### config.mk
export PLATFORM = sky130hd
export DESIGN_NAME = param_sync_fifo_flat
export DESIGN_NICKNAME = d
export VERILOG_FILES = /design/src/rtl/param_sync_fifo_if.sv /design/src/rtl/param_sync_fifo.sv /design/src/flat_wrapper.sv
export SDC_FILE = /design/constraint.sdc
export NUM_CORES = 2
export LEC_CHECK = 0
export CAP_MARGIN = 5
export CORE_MARGIN = 4
export CORE_UTILIZATION = 40
export DETAILED_ROUTE_END_ITERATION = 10
export HOLD_SLACK_MARGIN = 0.05
export SYNTH_ARGS = -nofsm -noshare
export SYNTH_HDL_FRONTEND = slang
export SYNTH_SLANG_ARGS = --single-unit
### constraint.sdc
create_clock -name clk -period 18.85 [get_ports clk]
set_input_delay 4.7125 -clock clk [delete_from_list [all_inputs] [get_ports clk]]
set_output_delay 4.7125 -clock clk [all_outputs]
set_load 0.02 [all_outputs]
### src/rtl/param_sync_fifo_if.sv
// Bus bundle between a FIFO user (master) and param_sync_fifo (slave).
// Signal names match the FIFO's port list so waveforms read the same either way.
interface param_sync_fifo_if #(
  parameter int WIDTH = 128,
  parameter int DEPTH = 16
);
  localparam int CW = $clog2(DEPTH + 1);

  // Handshake: a write is taken on an edge where i_wren is high and the FIFO is not full
  // (or a read is taken in the same cycle); a read is taken where i_rden is high and !o_empty.
  // Requests that are not taken only set the sticky error flags.
  logic             i_wren;
  logic [WIDTH-1:0] i_wrdata;
  logic             i_rden;
  logic             i_clr_err;
  logic [WIDTH-1:0] o_rddata;
  logic             o_full;
  logic             o_empty;
  logic             o_alm_full;
  logic             o_alm_empty;
  logic [CW-1:0]    o_count;
  logic             o_overflow;
  logic             o_underflow;

  modport master (
    output i_wren, i_wrdata, i_rden, i_clr_err,
    input  o_rddata, o_full, o_empty, o_alm_full, o_alm_empty, o_count, o_overflow, o_underflow
  );

  modport slave (
    input  i_wren, i_wrdata, i_rden, i_clr_err,
    output o_rddata, o_full, o_empty, o_alm_full, o_alm_empty, o_count, o_overflow, o_underflow
  );
endinterface

### src/rtl/param_sync_fifo.sv
// Synchronous FIFO of any depth >= 2 with registered status flags, sticky error
// flags, and a choice of registered-read or first-word-fall-through output.
module param_sync_fifo #(
  parameter int WIDTH        = 128,
  parameter int DEPTH        = 16,
  parameter int ALM_FULL_TH  = DEPTH - 2,
  parameter int ALM_EMPTY_TH = 2,
  parameter int FWFT         = 0
) (
  input  logic                clk,
  input  logic                reset,
  param_sync_fifo_if.slave    bus
);
  localparam int PW = (DEPTH > 1) ? $clog2(DEPTH) : 1;
  localparam int CW = $clog2(DEPTH + 1);

  if (!(ALM_EMPTY_TH >= 0 && ALM_EMPTY_TH < ALM_FULL_TH && ALM_FULL_TH <= DEPTH && DEPTH >= 2
        && WIDTH >= 1 && (FWFT == 0 || FWFT == 1))) begin : g_bad_params
    $fatal(1, "param_sync_fifo: illegal parameter set");
  end

  logic [WIDTH-1:0] r_mem [DEPTH];
  logic [PW-1:0]    r_wr_ptr;
  logic [PW-1:0]    r_rd_ptr;
  logic [CW-1:0]    r_count;
  logic             r_full;
  logic             r_empty;
  logic             r_alm_full;
  logic             r_alm_empty;
  logic             r_overflow;
  logic             r_underflow;
  logic [WIDTH-1:0] r_rddata;

  logic             w_rd_acc;
  logic             w_wr_acc;
  logic [CW-1:0]    w_count_nxt;
  logic [PW-1:0]    w_wr_ptr_nxt;
  logic [PW-1:0]    w_rd_ptr_nxt;

  assign w_rd_acc     = bus.i_rden && !r_empty;
  assign w_wr_acc     = bus.i_wren && (!r_full || w_rd_acc);
  assign w_wr_ptr_nxt = (r_wr_ptr == PW'(DEPTH - 1)) ? '0 : r_wr_ptr + PW'(1);
  assign w_rd_ptr_nxt = (r_rd_ptr == PW'(DEPTH - 1)) ? '0 : r_rd_ptr + PW'(1);

  always_comb begin
    w_count_nxt = r_count;
    if (w_wr_acc && !w_rd_acc)
      w_count_nxt = r_count + CW'(1);
    else if (w_rd_acc && !w_wr_acc)
      w_count_nxt = r_count - CW'(1);
  end

  // Storage is never reset; only pointers and count define what is valid.
  always_ff @(posedge clk) begin
    if (!reset && w_wr_acc)
      r_mem[r_wr_ptr] <= bus.i_wrdata;
  end

  always_ff @(posedge clk) begin
    if (reset) begin
      r_wr_ptr    <= '0;
      r_rd_ptr    <= '0;
      r_count     <= '0;
      r_full      <= 1'b0;
      r_empty     <= 1'b1;
      r_alm_full  <= 1'b0;
      r_alm_empty <= 1'b1;
      r_overflow  <= 1'b0;
      r_underflow <= 1'b0;
      r_rddata    <= '0;
    end else begin
      if (w_wr_acc)
        r_wr_ptr <= w_wr_ptr_nxt;
      if (w_rd_acc) begin
        r_rd_ptr <= w_rd_ptr_nxt;
        // Non-blocking read of the old word gives read-before-write when full.
        r_rddata <= r_mem[r_rd_ptr];
      end
      r_count     <= w_count_nxt;
      r_full      <= (w_count_nxt == CW'(DEPTH));
      r_empty     <= (w_count_nxt == '0);
      r_alm_full  <= (w_count_nxt >= CW'(ALM_FULL_TH));
      r_alm_empty <= (w_count_nxt <= CW'(ALM_EMPTY_TH));
      // A new error event wins over a coincident clear.
      if (bus.i_wren && r_full && !w_rd_acc)
        r_overflow <= 1'b1;
      else if (bus.i_clr_err)
        r_overflow <= 1'b0;
      if (bus.i_rden && r_empty)
        r_underflow <= 1'b1;
      else if (bus.i_clr_err)
        r_underflow <= 1'b0;
    end
  end

  if (FWFT != 0) begin : g_fwft
    assign bus.o_rddata = r_empty ? '0 : r_mem[r_rd_ptr];
  end else begin : g_reg_read
    assign bus.o_rddata = r_rddata;
  end

  assign bus.o_full      = r_full;
  assign bus.o_empty     = r_empty;
  assign bus.o_alm_full  = r_alm_full;
  assign bus.o_alm_empty = r_alm_empty;
  assign bus.o_count     = r_count;
  assign bus.o_overflow  = r_overflow;
  assign bus.o_underflow = r_underflow;
endmodule

### src/flat_wrapper.sv
// flat-port wrapper written by rule: the top's interface ports become plain ports
module param_sync_fifo_flat 
#(
  parameter int WIDTH        = 128,
  parameter int DEPTH        = 16,
  parameter int ALM_FULL_TH  = DEPTH - 2,
  parameter int ALM_EMPTY_TH = 2,
  parameter int FWFT         = 0
)
  (clk, reset, bus_i_wren, bus_i_wrdata, bus_i_rden, bus_i_clr_err, bus_o_rddata, bus_o_full, bus_o_empty, bus_o_alm_full, bus_o_alm_empty, bus_o_count, bus_o_overflow, bus_o_underflow);
  param_sync_fifo_if #(.WIDTH(WIDTH), .DEPTH(DEPTH)) bus_i ();
  input  logic clk;
  input  logic reset;
  input wire logic [$bits(bus_i.i_wren)-1:0] bus_i_wren;
  input wire logic [$bits(bus_i.i_wrdata)-1:0] bus_i_wrdata;
  input wire logic [$bits(bus_i.i_rden)-1:0] bus_i_rden;
  input wire logic [$bits(bus_i.i_clr_err)-1:0] bus_i_clr_err;
  output wire logic [$bits(bus_i.o_rddata)-1:0] bus_o_rddata;
  output wire logic [$bits(bus_i.o_full)-1:0] bus_o_full;
  output wire logic [$bits(bus_i.o_empty)-1:0] bus_o_empty;
  output wire logic [$bits(bus_i.o_alm_full)-1:0] bus_o_alm_full;
  output wire logic [$bits(bus_i.o_alm_empty)-1:0] bus_o_alm_empty;
  output wire logic [$bits(bus_i.o_count)-1:0] bus_o_count;
  output wire logic [$bits(bus_i.o_overflow)-1:0] bus_o_overflow;
  output wire logic [$bits(bus_i.o_underflow)-1:0] bus_o_underflow;
  assign bus_i.i_wren = bus_i_wren;
  assign bus_i.i_wrdata = bus_i_wrdata;
  assign bus_i.i_rden = bus_i_rden;
  assign bus_i.i_clr_err = bus_i_clr_err;
  assign bus_o_rddata = bus_i.o_rddata;
  assign bus_o_full = bus_i.o_full;
  assign bus_o_empty = bus_i.o_empty;
  assign bus_o_alm_full = bus_i.o_alm_full;
  assign bus_o_alm_empty = bus_i.o_alm_empty;
  assign bus_o_count = bus_i.o_count;
  assign bus_o_overflow = bus_i.o_overflow;
  assign bus_o_underflow = bus_i.o_underflow;
  param_sync_fifo #(.WIDTH(WIDTH), .DEPTH(DEPTH), .ALM_FULL_TH(ALM_FULL_TH), .ALM_EMPTY_TH(ALM_EMPTY_TH), .FWFT(FWFT)) u_core (.clk(clk), .reset(reset), .bus(bus_i));
endmodule
==> out/qor.yml <==
post_cts_buffers: 0
r2r_start: "u_core.r_rd_ptr[1]"
status: "finished, final reports clean"
rsz0062_at_grt: "false"
clock_sinks: 2195
min_from: "u_core.bus.o_rddata[93]"
clk_path_buf_depth: 3
synth_edf_count: 2048
row_count: 165
r2r_setup_slack_ns: 14.42
clk-insertion-delay-late_ns: 0.84
chipWidth_um: 460
max_cap_viol_count: 0
syn2layout_area_growth_pct: 15.6
port-buffer-count: 271
synth_warnings: 0
hp-class: "flop to flop"
grt_util_met2_pct: 29.8
slew_viol_final: 0
ctsResizeCount: 0
cpMaxStageDelayCell: "nor2_4"
numCtsBuffers: 216
stdcell_count: 6766
wirelength_um: 192000
crit_fanout: 37
dp_hpwl_um: 106000
postRouteAntennaNets: 0
nFillCells: 16605
grt_pass1_wl_um: 279000
coreArea_um2: 203000
vdd_ir_drop_max_mv: 0.0947
fin_crit_sh_pct: 44.0
wl_per_cell_um: 28.4
die_height_um: 460
clk_pin_slew_worst_paths_ns: 0.06
nNetsFinal: 4039
met1_usage_pct: 24.9
cpMostUsedCell: "buf_4"
critical_path.cell_chain: "clkdlybuf4s50_1, nand2b_1, a21boi_2, and2_1, nand2_1, nor2_4, buf_4, buf_4"
avgViaCountPerCell: 5.51
hold_violations: 0
synthFlopType: "edfxtp_1"
synth_fp_nets: 3670
antenna_found_initial: 32
cp.arrival_ns: 8.73
startpoint: "bus_i_rden"
startpoint_type: "primary input"
synth.distinct_cells: 45
worstMarginPinSlew_ns: 1.31
yosys-top-cells-area: "edfxtp_1, mux4_2, dfxtp_1"
period_minus_slack_ns: 8.30
netlist.area_leader.share_pct: 75.1
clockRootBuffer: "clkbuf_16"
layout-drive-gt1-share_pct: 22.5
max_stage_delay_ns: 0.94
drt_iter0_markers: 3270
drc: 0
design.die.area_um2: 212000
start_util_pct: 40.4
overflow: 0
dp.cells: 6353
critPathCaptureType: "flop"
cts_tree: "yes"
h-tree-depth: 4
slew-limit-headroom_pct: 12.4
async_flop_share_pct: 0
ys_seq_elements: 2195
yosysTopAreaCell: "edfxtp_1"
netlist_instances: 3530
critPathRequiredTime_ns: 19.28
ioPinCount: 272
grt.total_usage_pct: 18.1
p_leak_nw: 28.3
syn_avg_cell_area_um2: 23.2
power_density_nw_per_um2: 108
ys_seq_area_share_pct: 78.7
timing.fmax_mhz: 120
use_met3_pct: 3.56
busiest_layer: "met2"
holdBufCountCts: 0
dr.pass1.iters: 7
crit_type: "primary input to flop"
fin_tns_setup_ns: 0
grt_start_max_net_pins: 134
synth_area_um2: 81900
gp_congestion: 0.721
setup_viol: 0
fin_worst_skew_ns: 0.0520
first_global_vias: 39329
vias: 37263
[final timing paths]
path,to,cells past startpoint
worst max-delay path,u_core.r_mem[7][4],8
worst min-delay path,u_core.bus.o_rddata[93],2
worst max register to register,u_core.bus.o_rddata[16],6
worst min register to register,u_core.bus.o_rddata[93],2
[worst max-delay path, delay by kind of cell]
kind / cells / cell delay (ns)
and+or+nand+nor: 4 / 1.70
AOI/OAI and AO/OA: 1 / 0.41
buffers and inverters: 3 / 1.84
[placed cells by master, fill, tap and decap left out, types with 5 or more instances in the layout]
cell type / n
ha_1: 7
buf_12: 5
clkinv_1: 38
clkinv_2: 38
nand2_1: 139
mux4_2: 512
nor2_1: 19
diode_2: 7
bufinv_16: 17
clkbuf_1: 62
clkbuf_8: 9
dfxtp_1: 143
a21oi_1: 6
clkbuf_16: 220
o221ai_1: 128
inv_1: 6
nor2_4: 13
clkdlybuf4s50_1: 271
edfxtp_1: 2048
mux2i_1: 259
buf_4: 66
[flip-flops by register name, indices dropped and copies added, names as in the netlist]
register / flops
u_core.bus.o_rddata: 128
u_core.bus.o_underflow: 1
u_core.bus.o_alm_full: 1
u_core.bus.o_full: 1
u_core.bus.o_alm_empty: 1
u_core.r_rd_ptr: 4
u_core.bus.o_empty: 1
u_core.bus.o_overflow: 1
u_core.r_wr_ptr: 4
u_core.r_mem: 2048
u_core.bus.o_count: 5
[layer usage]
metal  up-vias  wire [µm]
met5         -         65
met4        10       3850
met3       287      11300
met2      1059      95400
met1     20141      81600
li1      15766          -
[report_power, final]
| group | switching [mW] | leakage (nW) | internal, mW |
|---|---|---|---|
| sequential | 0.0487 | 19.6 | 5.38 |
| clock | 1.82 | 3.42 | 2.42 |
| combinational | 0.309 | 5.26 | 0.239 |
[per-stage QoR]
step                      power, mW  setup WS [ns]  hold slack [ns]  cell area, µm²  util, %
after floorplan                5.84           3.93            0.575           81900        -
after global placement         6.09           9.79            0.448           87700     43.2
after detailed placement       6.10           9.70            0.446           87700     43.2
after CTS                      10.3          10.59            0.468           94700     46.6
after global routing           10.6          10.39            0.488           94700     46.6
final                          10.2          10.55            0.464           94700     46.7
[cell type report]
type	instances	area [µm²]	share of cell area, %
diodes	7	17.5	0.0185
clock buffers	291	5860	6.19
clock inverters	115	1140	1.20
inverters	7	26.3	0.0278
multi-input cells	1137	16500	17.5
flip-flops and latches	2195	64500	68.1
well taps	2672	3340	3.53
repair buffers	342	3310	3.49
[synthesized netlist by cell type (all sizes together), types with 4 or more instances]
| library cell | count |
|---|---|
| mux4 | 512 |
| clkbuf | 50 |
| inv | 7 |
| buf | 141 |
| edfxtp | 2048 |
| ha | 7 |
| o221ai | 128 |
| nor3 | 7 |
| nand2 | 141 |
| mux2i | 259 |
| a21oi | 6 |
| nor3b | 4 |
| nor2 | 32 |
| dfxtp | 147 |
[kinds of logic after synthesis]
group | Yosys count | share of synthesized area (%)
compound gates | 154 | 1.61
flops | 2195 | 78.7
mux | 771 | 17.2
simple gates | 201 | 1.01
buf+inv | 198 | 1.29
xor+xnor | 4 | 0.0428
fa+ha+maj | 7 | 0.107
(Power assumes the default switching activity.)
